### src/rtl/mdu_ctrl_if.sv
// Request/response bundle between the EX-stage issue logic and the multiply/divide sequencer.
// The master drives requests and flush; the slave returns busy/done status and the HI/LO registers.
interface mdu_ctrl_if #(
  parameter int WIDTH = 32
);
  logic             start;
  logic [2:0]       op;
  logic [WIDTH-1:0] rs_val;
  logic [WIDTH-1:0] rt_val;
  logic             flush;
  logic             busy;
  logic             done;
  logic             div_zero;
  logic [WIDTH-1:0] hi;
  logic [WIDTH-1:0] lo;

  modport master (
    output start, op, rs_val, rt_val, flush,
    input  busy, done, div_zero, hi, lo
  );

  modport slave (
    input  start, op, rs_val, rt_val, flush,
    output busy, done, div_zero, hi, lo
  );
endinterface

### src/rtl/mdu_ctrl.sv
// Radix-2 iterative MULT/MULTU/DIV/DIVU sequencer owning HI/LO; WIDTH busy cycles, done in cycle N+WIDTH+1.
// No ready handshake: starts arriving while busy are dropped, so the hazard unit must stall on busy.
module mdu_ctrl #(
  parameter int WIDTH = 32
) (
  input  logic      clk,
  input  logic      rst,
  mdu_ctrl_if.slave bus
);
  localparam int CW = $clog2(WIDTH + 1);
  localparam logic [2:0] OP_MTHI = 3'b100;
  localparam logic [2:0] OP_MTLO = 3'b101;

  typedef enum logic [1:0] {S_IDLE, S_BUSY, S_DONE} state_e;

  state_e             state_q, state_d;
  logic [CW-1:0]      cnt_q, cnt_d;
  logic [2*WIDTH-1:0] acc_q, acc_d;
  logic [WIDTH-1:0]   opnd_q, opnd_d;
  logic               is_div_q, is_div_d;
  logic               neg_q, neg_d;
  logic               rs_neg_q, rs_neg_d;
  logic               dz_q, dz_d;
  logic               div_zero_q, div_zero_d;
  logic [WIDTH-1:0]   hi_q, hi_d;
  logic [WIDTH-1:0]   lo_q, lo_d;

  logic               sgn, rs_neg, rt_neg;
  logic [WIDTH-1:0]   rs_mag, rt_mag;
  logic [WIDTH:0]     mul_sum, div_sh, div_diff;
  logic [2*WIDTH-1:0] mul_step, div_step, step, prod_fix;
  logic [WIDTH-1:0]   quo_fix, rem_fix;
  logic               idle_like, accept_mdu, accept_mt;

  // Operand conditioning: signed ops (op[0]==0) iterate on magnitudes.
  always_comb begin
    sgn    = ~bus.op[0];
    rs_neg = sgn & bus.rs_val[WIDTH-1];
    rt_neg = sgn & bus.rt_val[WIDTH-1];
    rs_mag = rs_neg ? -bus.rs_val : bus.rs_val;
    rt_mag = rt_neg ? -bus.rt_val : bus.rt_val;
  end

  // acc_q holds {partial product, multiplier} for mul and {remainder, dividend/quotient} for div.
  always_comb begin
    mul_sum  = {1'b0, acc_q[2*WIDTH-1:WIDTH]} + {1'b0, opnd_q};
    mul_step = acc_q[0] ? {mul_sum, acc_q[WIDTH-1:1]} : {1'b0, acc_q[2*WIDTH-1:1]};
    div_sh   = {acc_q[2*WIDTH-1:WIDTH], acc_q[WIDTH-1]};
    div_diff = div_sh - {1'b0, opnd_q};
    div_step = div_diff[WIDTH] ? {div_sh[WIDTH-1:0], acc_q[WIDTH-2:0], 1'b0}
                               : {div_diff[WIDTH-1:0], acc_q[WIDTH-2:0], 1'b1};
    step     = is_div_q ? div_step : mul_step;
    prod_fix = neg_q ? -step : step;
    // A zero divisor leaves the dividend magnitude as remainder, so the sign fix restores rs_val.
    quo_fix  = dz_q ? '1 : (neg_q ? -step[WIDTH-1:0] : step[WIDTH-1:0]);
    rem_fix  = rs_neg_q ? -step[2*WIDTH-1:WIDTH] : step[2*WIDTH-1:WIDTH];
  end

  always_comb begin
    state_d    = state_q;
    cnt_d      = cnt_q;
    acc_d      = acc_q;
    opnd_d     = opnd_q;
    is_div_d   = is_div_q;
    neg_d      = neg_q;
    rs_neg_d   = rs_neg_q;
    dz_d       = dz_q;
    div_zero_d = div_zero_q;
    hi_d       = hi_q;
    lo_d       = lo_q;

    idle_like  = (state_q != S_BUSY);
    accept_mdu = idle_like & bus.start & ~bus.flush & ~bus.op[2];
    accept_mt  = idle_like & bus.start & ~bus.flush &
                 ((bus.op == OP_MTHI) | (bus.op == OP_MTLO));

    case (state_q)
      S_BUSY: begin
        if (bus.flush) begin
          state_d = S_IDLE;
          cnt_d   = '0;
        end else begin
          acc_d = step;
          cnt_d = cnt_q - 1'b1;
          if (cnt_q == CW'(1)) begin
            state_d = S_DONE;
            if (is_div_q) begin
              hi_d       = rem_fix;
              lo_d       = quo_fix;
              div_zero_d = dz_q;
            end else begin
              hi_d = prod_fix[2*WIDTH-1:WIDTH];
              lo_d = prod_fix[WIDTH-1:0];
            end
          end
        end
      end
      S_DONE:  state_d = S_IDLE;
      default: state_d = S_IDLE;
    endcase

    if (accept_mdu) begin
      state_d    = S_BUSY;
      cnt_d      = CW'(WIDTH);
      is_div_d   = bus.op[1];
      neg_d      = rs_neg ^ rt_neg;
      rs_neg_d   = rs_neg;
      dz_d       = bus.op[1] & (bus.rt_val == '0);
      div_zero_d = 1'b0;
      opnd_d     = bus.op[1] ? rt_mag : rs_mag;
      acc_d      = {{WIDTH{1'b0}}, (bus.op[1] ? rs_mag : rt_mag)};
    end

    if (accept_mt) begin
      if (bus.op[0]) lo_d = bus.rs_val;
      else           hi_d = bus.rs_val;
    end
  end

  always_ff @(posedge clk or posedge rst) begin
    if (rst) begin
      state_q    <= S_IDLE;
      cnt_q      <= '0;
      acc_q      <= '0;
      opnd_q     <= '0;
      is_div_q   <= 1'b0;
      neg_q      <= 1'b0;
      rs_neg_q   <= 1'b0;
      dz_q       <= 1'b0;
      div_zero_q <= 1'b0;
      hi_q       <= '0;
      lo_q       <= '0;
    end else begin
      state_q    <= state_d;
      cnt_q      <= cnt_d;
      acc_q      <= acc_d;
      opnd_q     <= opnd_d;
      is_div_q   <= is_div_d;
      neg_q      <= neg_d;
      rs_neg_q   <= rs_neg_d;
      dz_q       <= dz_d;
      div_zero_q <= div_zero_d;
      hi_q       <= hi_d;
      lo_q       <= lo_d;
    end
  end

  assign bus.busy     = (state_q == S_BUSY);
  assign bus.done     = (state_q == S_DONE);
  assign bus.div_zero = div_zero_q;
  assign bus.hi       = hi_q;
  assign bus.lo       = lo_q;
endmodule

### src/flat_wrapper.sv
// flat-port wrapper written by rule: the top's interface ports become plain ports
module mdu_ctrl_flat 
#(
  parameter int WIDTH = 32
)
  (clk, rst, bus_start, bus_op, bus_rs_val, bus_rt_val, bus_flush, bus_busy, bus_done, bus_div_zero, bus_hi, bus_lo);
  mdu_ctrl_if #(.WIDTH(WIDTH)) bus_i ();
  input  logic clk;
  input  logic rst;
  input wire logic [$bits(bus_i.start)-1:0] bus_start;
  input wire logic [$bits(bus_i.op)-1:0] bus_op;
  input wire logic [$bits(bus_i.rs_val)-1:0] bus_rs_val;
  input wire logic [$bits(bus_i.rt_val)-1:0] bus_rt_val;
  input wire logic [$bits(bus_i.flush)-1:0] bus_flush;
  output wire logic [$bits(bus_i.busy)-1:0] bus_busy;
  output wire logic [$bits(bus_i.done)-1:0] bus_done;
  output wire logic [$bits(bus_i.div_zero)-1:0] bus_div_zero;
  output wire logic [$bits(bus_i.hi)-1:0] bus_hi;
  output wire logic [$bits(bus_i.lo)-1:0] bus_lo;
  assign bus_i.start = bus_start;
  assign bus_i.op = bus_op;
  assign bus_i.rs_val = bus_rs_val;
  assign bus_i.rt_val = bus_rt_val;
  assign bus_i.flush = bus_flush;
  assign bus_busy = bus_i.busy;
  assign bus_done = bus_i.done;
  assign bus_div_zero = bus_i.div_zero;
  assign bus_hi = bus_i.hi;
  assign bus_lo = bus_i.lo;
  mdu_ctrl #(.WIDTH(WIDTH)) u_core (.clk(clk), .rst(rst), .bus(bus_i));
endmodule
### config.mk
export PLATFORM = sky130hd
export DESIGN_NAME = mdu_ctrl_flat
export DESIGN_NICKNAME = d
export VERILOG_FILES = /design/src/rtl/mdu_ctrl_if.sv /design/src/rtl/mdu_ctrl.sv /design/src/flat_wrapper.sv
export SDC_FILE = /design/constraint.sdc
export NUM_CORES = 1
export LEC_CHECK = 0
export ABC_CLOCK_PERIOD_IN_PS = 6200
export CAP_MARGIN = 20
export CORE_MARGIN = 2
export CORE_UTILIZATION = 51
export CTS_CLUSTER_SIZE = 14
export DETAILED_ROUTE_END_ITERATION = 8
export GPL_TIMING_DRIVEN = 0
export PLACE_DENSITY = 0.72
export SYNTH_ARGS = -nofsm -noshare
export SYNTH_HDL_FRONTEND = slang
export SYNTH_SLANG_ARGS = --single-unit
### constraint.sdc
create_clock -name clk -period 6.2 [get_ports clk]
set_input_delay 0.62 -clock clk [delete_from_list [all_inputs] [get_ports clk]]
set_output_delay 0.62 -clock clk [all_outputs]
set_load 0.1 [all_outputs]
== After elaboration in Yosys (flattened, before gate mapping) ==
Cells that the tools add are included.
Widths: inputs -> output; s select.
Storage, ports and cells
  word-level logic and storage cells: 83
  input port bits: 71
  bits in registers: 173
Operators by class
  reduce and logical (&&, ||, !) cells: 6
  eq/ne operators: 8
  muxes and demuxes: 38
  bitwise operators: 12
  add/subtract/negate cells: 8
Operator list (count)
  $mux 32: 19
  $mux 64: 7
  $neg 32->32: 4
  $neg 64->64: 1
  $add 32x32->33: 1
  $sub 33x32->33: 1
  $logic_not 32->1: 1
  $mux 6: 3
  $mux 2: 4
  $and 1x1->1: 7
  $eq 3x3->1 const B: 2
  $eq 6x1->1 const B: 1
  $reduce_bool 2->1: 3
  $sub 6x1->6 const B: 1
  $mux 1: 5
  $ne 2x1->1 const B: 2
  $ne 4x2->1 const B: 1
  $reduce_and 4->1: 1
  $not 1->1: 3
  $eq 2x1->1 const B: 1
  $eq 2x2->1 const B: 1
  $reduce_and 2->1: 1
  $or 1x1->1: 1
  $xor 1x1->1: 1

== Logic depth before layout (Yosys ltp) ==
  word-level depth: 12
  gate-level depth with buffers: 24
  depth with buffers taken out: 23

== Worst setup path before layout ==
Ideal clock, no wire load.
  path type: register -> register
  start: reg u_core.acc_q[31]
  end: reg u_core.hi_q[28], in the netlist u_core.bus.hi[28]
  setup slack: 691 ps
  arrival time: 5405 ps
  path buffers: 1
  setup time: 104 ps
  stages on the path, launching flop included: 24
  cells stage by stage: dfrtp_1 > inv_1 > ha_1 > fa_1 > nand2b_1 > a211oi_1 > o21ai_1 > nand3_1 > a32o_1 > nor3_1 > clkbuf_1 > nor2_1 > ha_1 > o21ai_0 > or2_2 > or4b_1 > or3_1 > nand2b_1 > nand2_1 > nor2_1 > nor3b_1 > a31oi_1 > xor2_1 > a221oi_1
On the way
  word-level cells in the longest chain between the ends: 11
  elaborated cells on any way between the ends: 14
RTL lines
  start: declaration: line mdu_ctrl.sv:18  | logic [2*WIDTH-1:0] acc_q, acc_d;
  start signal: assignment: line mdu_ctrl.sv:124  | acc_q <= '0;
  start signal: assignment: line mdu_ctrl.sv:136  | acc_q <= acc_d;
  $sub 33x32->33: line mdu_ctrl.sv:49  | div_diff = div_sh - {1'b0, opnd_q};
  $mux 64: line mdu_ctrl.sv:50  | div_step = div_diff[WIDTH] ? {div_sh[WIDTH-1:0], acc_q[WIDTH-2:0], 1'b0}
  $mux 64 (*): line mdu_ctrl.sv:52  | step = is_div_q ? div_step : mul_step;
  $neg 64->64 or $neg 32->32 (tied branches): line mdu_ctrl.sv:53, mdu_ctrl.sv:56
  $mux 64 or $mux 32 (tied branches): line mdu_ctrl.sv:53, mdu_ctrl.sv:56
  $mux 32 (*): line mdu_ctrl.sv:87  | if (is_div_q) begin
  $mux 32 (*): line mdu_ctrl.sv:85  | if (cnt_q == CW'(1)) begin
  $mux 32 (*): line mdu_ctrl.sv:79  | if (bus.flush) begin
  $mux 32 (*): line mdu_ctrl.sv:77  | case (state_q)
  $mux 32: line mdu_ctrl.sv:115  | if (bus.op[0]) lo_d = bus.rs_val;
  $mux 32 (*): line mdu_ctrl.sv:114  | if (accept_mt) begin
  via u_core.hi_d[28]: line mdu_ctrl.sv:25  | logic [WIDTH-1:0] hi_q, hi_d;
  end signal: assignment: line mdu_ctrl.sv:143  | hi_q <= hi_d;
  end: declaration: line mdu_ctrl.sv:25
The timed path passes the listed nets; every way through them passes the cells marked *.
A chain may end at the register's enable or synchronous reset.

== Worst setup path in the final report ==
  start: reg u_core.opnd_q[0]
  end: reg u_core.hi_q[28], in the netlist u_core.bus.hi[28]
On the way
  word-level cells in the longest chain between the ends: 11
  elaborated cells on any way between the ends: 15
RTL lines
  start: declaration: line mdu_ctrl.sv:19  | logic [WIDTH-1:0] opnd_q, opnd_d;
  start signal: assignment: line mdu_ctrl.sv:137  | opnd_q <= opnd_d;
  $sub 33x32->33 or $add 32x32->33 (tied branches): line mdu_ctrl.sv:49, mdu_ctrl.sv:46
  $mux 64 (on tied branches): line mdu_ctrl.sv:50, mdu_ctrl.sv:47
  $mux 64 (*): line mdu_ctrl.sv:52
  $neg 64->64 or $neg 32->32 (tied branches): line mdu_ctrl.sv:53, mdu_ctrl.sv:56
  $mux 64 or $mux 32 (tied branches): line mdu_ctrl.sv:53, mdu_ctrl.sv:56
  $mux 32 (*): line mdu_ctrl.sv:87
  $mux 32 (*): line mdu_ctrl.sv:85
  $mux 32 (*): line mdu_ctrl.sv:79
  $mux 32 (*): line mdu_ctrl.sv:77
  $mux 32: line mdu_ctrl.sv:115
  $mux 32 (*): line mdu_ctrl.sv:114
  via u_core.hi_d[28]: line mdu_ctrl.sv:25
Marked as above.

==> flow_summary.toml <==
[timing]
max_clock_freq_mhz = 162.5
drv_slew = 0
worst_slew_pin_slew_ns = 1.174
skew_ns = 0.01029
relSlewSlack = 0.2112
hold_violations = 0
finalCritPeriodShare = 0.9925
setup_slack_ns = 0.04619
grt_setup_unrepaired = "false"
min_period_ns = 6.154
setup_viol = 0

[global_route]
grt_pass1_wl_mm = 109.2
first_global_vias = 17921
grt_overflow = 0
grt_max_degree = 97
antenna_found_initial = 2
grt_usage = 0.4364

[pwr]
power_density_nw_per_um2 = 618.2
p_total_mw = 11.79
p_leak_nw = 7.599
ir_drop_uv = 443.2

[job]
maxCapViolCount = 0

[worst_setup_path]
cpPeakStageDelay_ns = 0.58
cp_cell_sequence = "ha_1, fa_2, nand2b_2, a211oi_4, o21ai_4, nand3_4, a32o_2, nor3_2, clkbuf_8, nor2_4, ha_1, o21ai_1, or2_2, or4b_4, or3_4, nand2b_2, nand2_2, nor2_1, nor3b_2, buf_4, a31oi_1, xor2_1, a221oi_1"
cp_num_buf_inv = 2
worstPathArrival_ns = 6.50
crit_slowest_cell = "or4b_4"
criticalPathCategory = "flip-flop to flip-flop"
r2r-end = "u_core.bus.hi[28]"
path_delay_family = "simple AND/OR/NAND/NOR gates"
r2r-start = "u_core.opnd_q[0]"
startpoint_type = "flip-flop"
cp.required_ns = 6.54
cp-end-kind = "flip-flop"
r2r_slack_ns = 0.05
path_max_fanout = 6
r2r_cells = 23

[routing]
num_vias = 18556
ant_nets = 0
wl_mm = 72.97
wl_per_cell_microns = 26.66
drcViolationCount = 0
drtPass1Iterations = 6
drt_iter0_drc = 2685
vias_per_cell = 6.780

[logic_synthesis]
ys_seq_area_frac = 0.2658
synth_fp_nets = 2300
synth-edff-count = 0
ys_ff_latch = 173
yosys-top-cells-area = "dfrtp_1, o21ai_0, nand2_1, ha_1, a21oi_1"
synth_area_per_cell_sq_um = 7.551
yosysTopAreaCell = "dfrtp_1"
async_reset_ff_frac = 1.000
synth_top_cell_area_share = 0.2658
synthCells = 2157
ys.flop_type = "dfrtp_1"
synth_cell_types = 91
synth.cell_area_sq_um = 16290
yosys_warnings = 0

[floorplan]
io_pins = 138
fp.dieW_microns = 182.7
die_area_sq_um = 33380
core-area_sq_um = 31470
rows = 65
die_h_microns = 182.7
start_util = 0.5175

[finish]
final_core_util = 0.6062
diodes = 0
final_cells = 2737
fillers = 2921
multiInputGateArea_sq_um = 11280
nets = 2466
drive_gt1_frac = 0.05782
seq_area_sq_um = 4335
area_delta_synth_final_pct = 17.15
finalInstanceArea_sq_um = 19080

[cts]
clockBufferDepth = 2
clkTransAtPathRegs_ns = 0.07
cts-root-buf = "clkbuf_16"
cts_tree = "done"
clkSinkCount = 173
clock_latency_ns = 0.46
cts_buffers = 17
h-tree-depth = 4

[placement]
numPortBuffers = 136
place_inst = 2696
place_area_sq_um = 18190
gp_congestion = 1.018
hpwl_mm = 57.64
pre_cts_ws_ns = -1.989

[worst_hold_path]
hp-start = "u_core.bus.hi[26]"
min_delay_path_depth = 2
min_to = "u_core.bus.hi[26]"
worstHoldPathType = "flip-flop to flip-flop"

[status]
status = "complete, no violations"
## routing by layer
metal	part of all wire	vias to the layer above	global-route usage	routed length, microns
met2	0.44	1262	0.6850	32470
li1	-	8211	-	-
met3	0.11	311	0.09838	7849
met4	0.073	2	0.2903	5328
met1	0.37	8770	0.5384	27310
met5	0.00015	-	0	11
## power by group
part           total, mW  internal (mW)  leakage, nW  switching [mW]
Clock               1.14          0.619        0.280           0.523
Combinational       8.50           2.69         5.13            5.80
Sequential          2.15           1.57         2.19           0.583
Total               11.8           4.88         7.60            6.91
## stage by stage
stage | setup TNS, ns | hold WS (ns)
5_1_grt | 0 | 0.5594
4_1_cts | 0 | 0.5196
6_report | 0 | 0.5281
3_3_place_gp | -306.30 | 0.4987
2_1_floorplan | 0 | 0.4777
3_5_place_dp | -47.30 | 0.4954
## state kept, by name (all words and copies together) (netlist names), 2 cells and up
register and cells:
u_core.acc_q 64, u_core.bus.hi 32, u_core.bus.lo 32, u_core.opnd_q 32
u_core.cnt_q 6, u_core.state_q 2
## worst max-delay path by stage
stage                startpoint                end  slack (ns)  cells after the start
3_5_place_dp    u_core.is_div_q  u_core.bus.hi[26]       -1.99                     17
3_3_place_gp    u_core.is_div_q  u_core.bus.hi[26]       -2.02                     17
5_1_grt        u_core.opnd_q[0]  u_core.bus.hi[24]        0.01                     24
4_1_cts        u_core.opnd_q[0]  u_core.bus.hi[10]       0.006                     24
2_1_floorplan  u_core.acc_q[31]  u_core.bus.hi[28]        0.69                     23
6_report       u_core.opnd_q[0]  u_core.bus.hi[28]        0.05                     23
## tightest hold or removal path, stage by stage, from the launching register on
cell	delay (ns)
dfrtp_1	0.35
a22oi_1	0.06
o21ai_0	0.08
## kinds of logic after synthesis
kind of cell	Yosys count	synth area share
buffers and inverters	218	0.05201
and+or+nand+nor	737	0.2172
muxes	55	0.03419
xor gates and xnor gates	158	0.08497
adders and majority gates	72	0.05623
DFF	173	0.2658
AOI/OAI and AO/OA	744	0.2896
## layout by cell type (no fill, tap or decap), drive strengths merged, types with 12 or more instances in the layout
cell type	synthesis	final
nor3	62	62
mux2i	50	50
xnor2	88	88
nor3b	12	12
buf	30	46
a22oi	16	16
nand3	55	55
nand4	27	27
o21a	12	12
o21ai	248	248
inv	74	77
nor2b	28	28
xor2	70	70
a31oi	21	21
o22ai	37	37
clkbuf	114	128
clkdlybuf4s50	0	136
ha	70	70
or3	23	23
and2	14	14
a21oi	175	175
o31ai	24	24
a21o	26	26
nand2	271	271
o211ai	50	50
nor2	150	150
nor4	20	20
a211oi	29	29
or2	14	14
dfrtp	173	173
nand2b	18	18
## synth_stat cells (all sizes together) (7+ instances only)
cell / instances
or2: 14
a221oi: 9
nand2b: 18
a41oi: 7
a221o: 9
a21boi: 7
nand4: 27
buf: 30
nor2: 150
or3: 23
dfrtp: 173
o21a: 12
o22ai: 37
nand3: 55
a211oi: 29
ha: 70
and2: 14
o31ai: 24
xor2: 70
inv: 74
clkbuf: 114
nor3b: 12
a21oi: 175
nor4: 20
o211ai: 50
a31oi: 21
a311oi: 11
mux2i: 50
and3: 11
nor3: 62
o21ai: 248
a21o: 26
nand2: 271
xnor2: 88
nor2b: 28
a22oi: 16
o21bai: 8
## final cells by class
class	instances	share of cell area
multi-input cells	1766	0.5913
flip-flops and latches	173	0.2272
repair buffers	153	0.07909
plain buffers	138	0.03010
well taps	402	0.02636
clock buffers	20	0.02394
inverters	74	0.01495
clock inverters	11	0.007082
## timing repair
item / 4_1_cts / 5_1_grt
hold buffers: 0 / 0
buffers inserted: 6 / 10
pin swaps: 8 / 9
resized for setup: 37 / 15
endpoints found under the setup margin: 74 / 13
No activity file was read; power rests on OpenSTA's default activity.
